### src/rtl/send_bytes_param.sv
// SPI-fed frame receiver with double buffering, re-sent as a pulse-width-coded
// one-wire stream (T0H/T1H high time per bit, TRST low latch after each frame).
module send_bytes_param #(
  parameter int unsigned NUM_BYTES = 3,
  parameter int unsigned T0H       = 16,
  parameter int unsigned T1H       = 32,
  parameter int unsigned TBIT      = 50,
  parameter int unsigned TRST      = 2400
) (
  input  logic clk,
  input  logic reset,
  input  logic sck,
  input  logic sdi,
  input  logic load,
  output logic datastream,
  output logic busy,
  output logic frame_err
);

  localparam int unsigned W    = 8 * NUM_BYTES;
  localparam int unsigned BCW  = $clog2(W + 2);
  localparam int unsigned IW   = $clog2(W);
  localparam int unsigned MAXT = (TRST > TBIT) ? TRST : TBIT;
  localparam int unsigned CW   = $clog2(MAXT + 1);

  localparam logic [1:0] ST_IDLE  = 2'd0;
  localparam logic [1:0] ST_HIGH  = 2'd1;
  localparam logic [1:0] ST_LOW   = 2'd2;
  localparam logic [1:0] ST_LATCH = 2'd3;

  // bit0/bit1 are the synchroniser stages, bit2 holds the previous value for edge detect
  logic [2:0]     sck_sync_q, sck_sync_d;
  logic [2:0]     load_sync_q, load_sync_d;
  logic [1:0]     sdi_sync_q, sdi_sync_d;

  logic [W-1:0]   in_q, in_d;
  logic [BCW-1:0] bcnt_q, bcnt_d;
  logic           pend_q, pend_d;
  logic [W-1:0]   pdata_q, pdata_d;

  logic [1:0]     state_q, state_d;
  logic [W-1:0]   sh_q, sh_d;
  logic [IW-1:0]  bit_q, bit_d;
  logic [CW-1:0]  cnt_q, cnt_d;

  logic           ds_q, ds_d;
  logic           busy_q, busy_d;
  logic           ferr_q, ferr_d;

  logic           sck_rise_c, load_rise_c, load_fall_c, load_s_c, sdi_s_c;
  logic [CW-1:0]  hi_len_c;

  assign sck_rise_c  = sck_sync_q[1] & ~sck_sync_q[2];
  assign load_s_c    = load_sync_q[1];
  assign load_rise_c = load_sync_q[1] & ~load_sync_q[2];
  assign load_fall_c = ~load_sync_q[1] & load_sync_q[2];
  assign sdi_s_c     = sdi_sync_q[1];
  assign hi_len_c    = sh_q[W-1] ? CW'(T1H) : CW'(T0H);

  always_comb begin
    sck_sync_d  = {sck_sync_q[1:0], sck};
    load_sync_d = {load_sync_q[1:0], load};
    sdi_sync_d  = {sdi_sync_q[0], sdi};
    in_d        = in_q;
    bcnt_d      = bcnt_q;
    pend_d      = pend_q;
    pdata_d     = pdata_q;
    state_d     = state_q;
    sh_d        = sh_q;
    bit_d       = bit_q;
    cnt_d       = cnt_q;
    ferr_d      = 1'b0;

    // transmitter; taking the pending frame clears pend before the receiver may set it again
    case (state_q)
      ST_IDLE: begin
        if (pend_q) begin
          sh_d    = pdata_q;
          pend_d  = 1'b0;
          bit_d   = '0;
          cnt_d   = '0;
          state_d = ST_HIGH;
        end
      end
      ST_HIGH: begin
        if (cnt_q == hi_len_c - CW'(1)) begin
          cnt_d   = '0;
          state_d = ST_LOW;
        end else begin
          cnt_d = cnt_q + CW'(1);
        end
      end
      ST_LOW: begin
        if (cnt_q == CW'(TBIT) - hi_len_c - CW'(1)) begin
          cnt_d = '0;
          if (bit_q == IW'(W - 1)) begin
            state_d = ST_LATCH;
          end else begin
            sh_d    = {sh_q[W-2:0], 1'b0};
            bit_d   = bit_q + IW'(1);
            state_d = ST_HIGH;
          end
        end else begin
          cnt_d = cnt_q + CW'(1);
        end
      end
      default: begin
        if (cnt_q == CW'(TRST - 1)) begin
          cnt_d = '0;
          if (pend_q) begin
            sh_d    = pdata_q;
            pend_d  = 1'b0;
            bit_d   = '0;
            state_d = ST_HIGH;
          end else begin
            state_d = ST_IDLE;
          end
        end else begin
          cnt_d = cnt_q + CW'(1);
        end
      end
    endcase

    // receiver
    if (load_rise_c) bcnt_d = '0;
    if (sck_rise_c && load_s_c) begin
      in_d = {in_q[W-2:0], sdi_s_c};
      if (bcnt_d != BCW'(W + 1)) bcnt_d = bcnt_d + BCW'(1);
    end
    if (load_fall_c) begin
      if (bcnt_q == BCW'(W)) begin
        pend_d  = 1'b1;
        pdata_d = in_q;
      end else begin
        ferr_d = 1'b1;
      end
      in_d = '0;
    end

    ds_d   = (state_d == ST_HIGH);
    busy_d = (state_d != ST_IDLE);
  end

  always_ff @(posedge clk or posedge reset) begin
    if (reset) begin
      sck_sync_q  <= '0;
      load_sync_q <= '0;
      sdi_sync_q  <= '0;
      in_q        <= '0;
      bcnt_q      <= '0;
      pend_q      <= 1'b0;
      pdata_q     <= '0;
      state_q     <= ST_IDLE;
      sh_q        <= '0;
      bit_q       <= '0;
      cnt_q       <= '0;
      ds_q        <= 1'b0;
      busy_q      <= 1'b0;
      ferr_q      <= 1'b0;
    end else begin
      sck_sync_q  <= sck_sync_d;
      load_sync_q <= load_sync_d;
      sdi_sync_q  <= sdi_sync_d;
      in_q        <= in_d;
      bcnt_q      <= bcnt_d;
      pend_q      <= pend_d;
      pdata_q     <= pdata_d;
      state_q     <= state_d;
      sh_q        <= sh_d;
      bit_q       <= bit_d;
      cnt_q       <= cnt_d;
      ds_q        <= ds_d;
      busy_q      <= busy_d;
      ferr_q      <= ferr_d;
    end
  end

  assign datastream = ds_q;
  assign busy       = busy_q;
  assign frame_err  = ferr_q;

endmodule

### config.mk
export PLATFORM = sky130hd
export DESIGN_NAME = send_bytes_param
export DESIGN_NICKNAME = d
export VERILOG_FILES = /design/src/rtl/send_bytes_param.sv
export SDC_FILE = /design/constraint.sdc
export NUM_CORES = 1
export LEC_CHECK = 0
export ABC_AREA = 1
export CAP_MARGIN = 15
export CORE_MARGIN = 3
export CORE_UTILIZATION = 35
export DETAILED_ROUTE_END_ITERATION = 16
export GPL_TIMING_DRIVEN = 0
export REMOVE_ABC_BUFFERS = 1
export SETUP_SLACK_MARGIN = 0.02
export SLEW_MARGIN = 20
export SYNTH_ARGS = -nofsm -noshare
export SYNTH_HDL_FRONTEND = slang
export SYNTH_SLANG_ARGS = --single-unit
### constraint.sdc
create_clock -name clk -period 3.3 [get_ports clk]
set_input_delay 0.495 -clock clk [delete_from_list [all_inputs] [get_ports clk]]
set_output_delay 0.495 -clock clk [all_outputs]
set_load 0.05 [all_outputs]
; ---- Yosys cells after proc, flatten, opt, wreduce, memory -nomap -nowiden
; Cells that the tools add are included.
[word_totals]
inputBits = 5
word_cells = 81
output_inout_bits = 3
ff_bits = 108
[classes]
addsub = 6
bitwise = 7
n_mux = 34
n_eq_ne = 12
reduce_logical = 8
[ops]
columns = op, count
row1 = two-way mux 24 bit, 6
row2 = one-hot mux 24 bit (3 select lines), 1
row3 = two-way mux 12 bit, 4
row4 = one-hot mux 12 bit (3 select lines), 1
row5 = two-way mux 5 bit, 7
row6 = == test 12 bit, 2
row7 = one-hot mux 5 bit (3 select lines), 1
row8 = adder 12 x 1 -> 12 bit (second input constant), 1
row9 = == test 12 bit (second input constant), 1
row10 = adder 5 x 1 -> 5 bit (second input constant), 2
row11 = == test 5 bit (second input constant), 2
row12 = two-way mux 2 bit, 5
row13 = subtractor 7 x 2 -> 8 bit (second input constant), 1
row14 = subtractor 6 x 1 -> 7 bit (second input constant), 1
row15 = subtractor 6 x 6 -> 7 bit (first input constant), 1
row16 = two-way mux 1 bit, 6
row17 = two-way mux 6 bit, 1
row18 = inequality test 2 bit (second input constant), 3
row19 = one-hot mux 2 bit (3 select lines), 1
row20 = inequality test 5 bit (second input constant), 1
row21 = == test 2 x 1 -> 1 bit (second input constant), 2
row22 = inverter 1 bit, 4
row23 = AND reduction 4 bit, 1
row24 = nonzero test 2 bit, 2
row25 = 8 further kinds, 10

; ---- Depth between registers and ports, before layout
[depth]
word_depth = 7
ltp_mapped = 12
ltp_nobuf = 12

; ---- Worst setup path after synthesis
; No wires, ideal clock.
[synth_path]
kind = register to register
start = register cnt_q[0]
end = register sh_q[0]
required_ps = 3183
t_arrival_ps = 1563
path_slack_ps = 1620
path_stages_with_launch = 12
setup_time_ps = 117
cell_sequence = dfrtp_1 -> ha_1 -> nand2_1 -> nor2_2 -> nand3_2 -> inv_2 -> nand2_2 -> a21oi_4 -> nand2_4 -> buf_6 -> nand2_1 -> o21ai_2
[synth_between]
elab_chain_cells = 3
elab_cells_between_ends = 5
[synth_lines]
columns = element, line_no
row1 = start: declaration, 44  ; logic [CW-1:0] cnt_q, cnt_d;
row2 = start signal: assignment, 171  ; cnt_q <= cnt_d;
row3 = == test 12 bit (on tied branches), "94, 108"
row4 = inequality test 2 bit (no source line) / nonzero test 3 bit (equally long branches), n/a
row5 = AND reduction 4 bit (no source line) (*), n/a
row6 = end signal: assignment, 154  ; sh_q <= '0;
row7 = end signal: assignment, 169  ; sh_q <= sh_d;
row8 = end: declaration, 42  ; logic [W-1:0] sh_q, sh_d;
; Mark *: on every way between the ends. The rest lies on a longest branch, timed or not.
; A chain may end at the register's enable or synchronous reset.

; ---- Worst setup path after layout
[layout_path]
start = register state_q[0]
end = register bit_q[3]
[layout_between]
elab_chain_cells = 3
elab_cells_between_ends = 9
[layout_lines]
columns = element, line_no
row1 = start: declaration, 41  ; logic [1:0] state_q, state_d;
row2 = start signal: assignment, 168  ; state_q <= state_d;
row3 = == test 2 bit (tied with other cells), 75  ; case (state_q)
row4 = inequality test 2 bit (no source line) (tied with other cells), n/a
row5 = AND reduction 4 bit (no source line), n/a
row6 = end signal: assignment, 170  ; bit_q <= bit_d;
row7 = end: declaration, 43  ; logic [IW-1:0] bit_q, bit_d;
; Parallel ways exist; a longest one is shown, timed or not.

==> impl_metrics.toml <==
[pwr]
p_sw_share_pct = 22.4
clockPowerShare_pct = 42.2
p_int_mw = 1.89
seq_power_share_pct = 54.9
leakagePower_nw = 2.63
finalPower_mw = 2.44
p_sw_uw = 545
p_comb_share_pct = 2.9
powerDensity_mw_per_mm2 = 453
ir_drop_mv = 0.319

[worst_hold_path]
min-delay-path-class = "flop to flop"
worstHoldStart = "sck_sync_q[0]"

[global_route]
grt_max_degree = 62
grt_overflow = 0
gr-usage-all-layers_pct = 13.1
first_global_vias = 3478
grt_antenna_before_repair = 0
grt_pass1_wl_mm = 16.1

[sta]
relSlewSlack_pct = 44.1
fin_skew_ns = 0.0101
timing.final.ws_setup_ns = 0.497
slew_viol_final = 0
clock.fmax_mhz = 357
rsz0062_at_grt = "no"
worst_hold_slack_ns = 0.349
worst_pin_slew_ns = 0.836
setup_viol = 0
period_needed_ns = 2.80
finalCritPeriodShare_pct = 84.9
hold_viol = 0

[floorplanning]
num_rows = 42
ios = 8
fp.dieW_um = 124
dieArea_mm2 = 0.0153
die_y_um = 124
start_util_pct = 36.3
core_area_mm2 = 0.0134

[yosys]
yosysSeqAreaShare_pct = 55.6
netlist_top_cells_count = "nand2_1, dfrtp_1, inv_1"
synth_cell_types = 32
synth_top_cell_by_area = "dfrtp_1"
ys_ff_latch = 108
syn-instance-count = 564
synth_area_leaders = "dfrtp_1, nand2_1, nand3_1"
avgSynthCellArea_um2 = 8.62
netlist_area_mm2 = 0.00486
synth_warnings = 0
ys_async_sr_fraction_pct = 100
synth_edf_count = 0
synth_flop_cell = "dfrtp_1"
yosysTopAreaCellShare_pct = 55.6
yosysMostFrequentCell = "nand2_1"

[clock_tree]
cts_buffer_depth = 2
path_clk_slew_ns = 0.07
hold_buffers = 0
clockRootBuffer = "clkbuf_16"
h-tree-depth = 3
cts_buffers = 9
clock_sinks = 108
insertion_delay_ns = 0.35
ctsResizeCount = 0
post_cts_buffers = 0
cts_tree = "done"

[worst_setup_path]
critPathMaxStageDelay_ns = 0.85
cp-startpoint = "state_q[0]"
arrival_ns = 3.06
worstSetupPathType = "flop to flop"
critPathSlowestCell = "clkinv_1"
cp-start-kind = "flop"
required_ns = 3.56
cp_max_fo = 31
reg2reg_from = "state_q[0]"
critPathCaptureType = "flop"
crit_buf_inv = 2
critical-path-top-delay-family = "buffers and inverters"
path_cells = "inv_1 > ha_2 > clkinv_1 > or2_2 > o21ai_2"

[run_status]
outcome = "complete, no violations"

[drt]
firstDrtPassIters = 4
avgRoutedWirePerCell_um = 12.2
viasPerCell = 4.80
antenna_left = 0
drt_iter0_drc = 275
drc = 0
via_count = 3564
wl_mm = 9.06

[placed_design]
gp_congestion = 0.794
dpl_worst_slack_ns = 0.483
dp_hpwl_mm = 5.60
placed_area_mm2 = 0.00509
io_buffers = 7

[layout]
finalInstanceArea_mm2 = 0.00538
antenna_cells = 0
finish.utilization_pct = 40.1
drive_above_1_share_pct = 6.70
area_growth_pct = 10.7
fin_nets = 576

[run]
cap_violations = 0
cells in the final DEF (no fill, tap or decap), drive strengths merged:
master           n
o22ai           28
nor3             5
o21ai           46
nor4             1
inv             58
nand4            2
dfrtp          108
clkinvlp         1
ha               9
clkinv           4
nand2          201
xor2             8
or2              3
a21oi            4
o21bai           1
nor2            21
xnor2            2
nand3           43
nor3b            1
clkbuf          11
a21o             1
buf              2
clkdlybuf4s50    7
cells by family after synthesis:
family,after synthesis,synth area share (%)
and+or+nand+nor,277,23.5
xor gates and xnor gates,10,1.80
adders and majority gates,9,2.32
buffers and inverters,80,7.03
DFF,108,55.6
AOI/OAI and AO/OA,80,9.76
power by group through the flow:
stage | Clock, mW | Sequential (mW) | Combinational (mW)
final | 1.03 | 1.34 | 0.0700
after global routing | 1.12 | 1.34 | 0.0825
after CTS | 1.07 | 1.34 | 0.0735
after detailed placement | 0 | 1.37 | 0.0730
after floorplan | 0 | 1.37 | 0.0439
after global placement | 0 | 1.37 | 0.0664
layout make-up:
cell class	count	area [µm²]
Fill cell	1341	8020
Timing Repair Buffer	9	125
Inverter	58	223
Clock inverter	5	42.5
Sequential cell	108	2700
Clock buffer	11	243
Tap cell	176	220
Multi-Input combinational cell	376	1820
worst paths after layout:
path                       slack, ns  cells after the start       endpoint
setup / recovery                0.50                      5       bit_q[3]
hold / removal                  0.35                      0  sck_sync_q[1]
min in group asynchronous       0.54                      2        sh_q[4]
hold reg to reg                 0.35                      0  sck_sync_q[1]
setup reg to reg                0.50                      5       bit_q[3]
max in group asynchronous       2.13                      3       cnt_q[2]
metrics by stage:
step	instances	setup TNS, ns
after floorplan	542	-4.38
after global placement	725	-177.64
after detailed placement	727	0
after CTS	743	0
after global routing	743	0
final	743	0
state kept, by name, summed over array words and instances (netlist names), 2 cells and up:
signal       count
in_q            24
pdata_q         24
sh_q            24
cnt_q           12
bcnt_q           5
bit_q            5
load_sync_q      3
sck_sync_q       3
sdi_sync_q       2
state_q          2
per-layer routing:
metal	GRT usage, %	part of all wire [%]
met1	16.1	47
met2	22.3	50
met3	3.59	3.1
met4	4.01	0.73
met5	0	0
No activity file was read; power rests on OpenSTA's default activity.
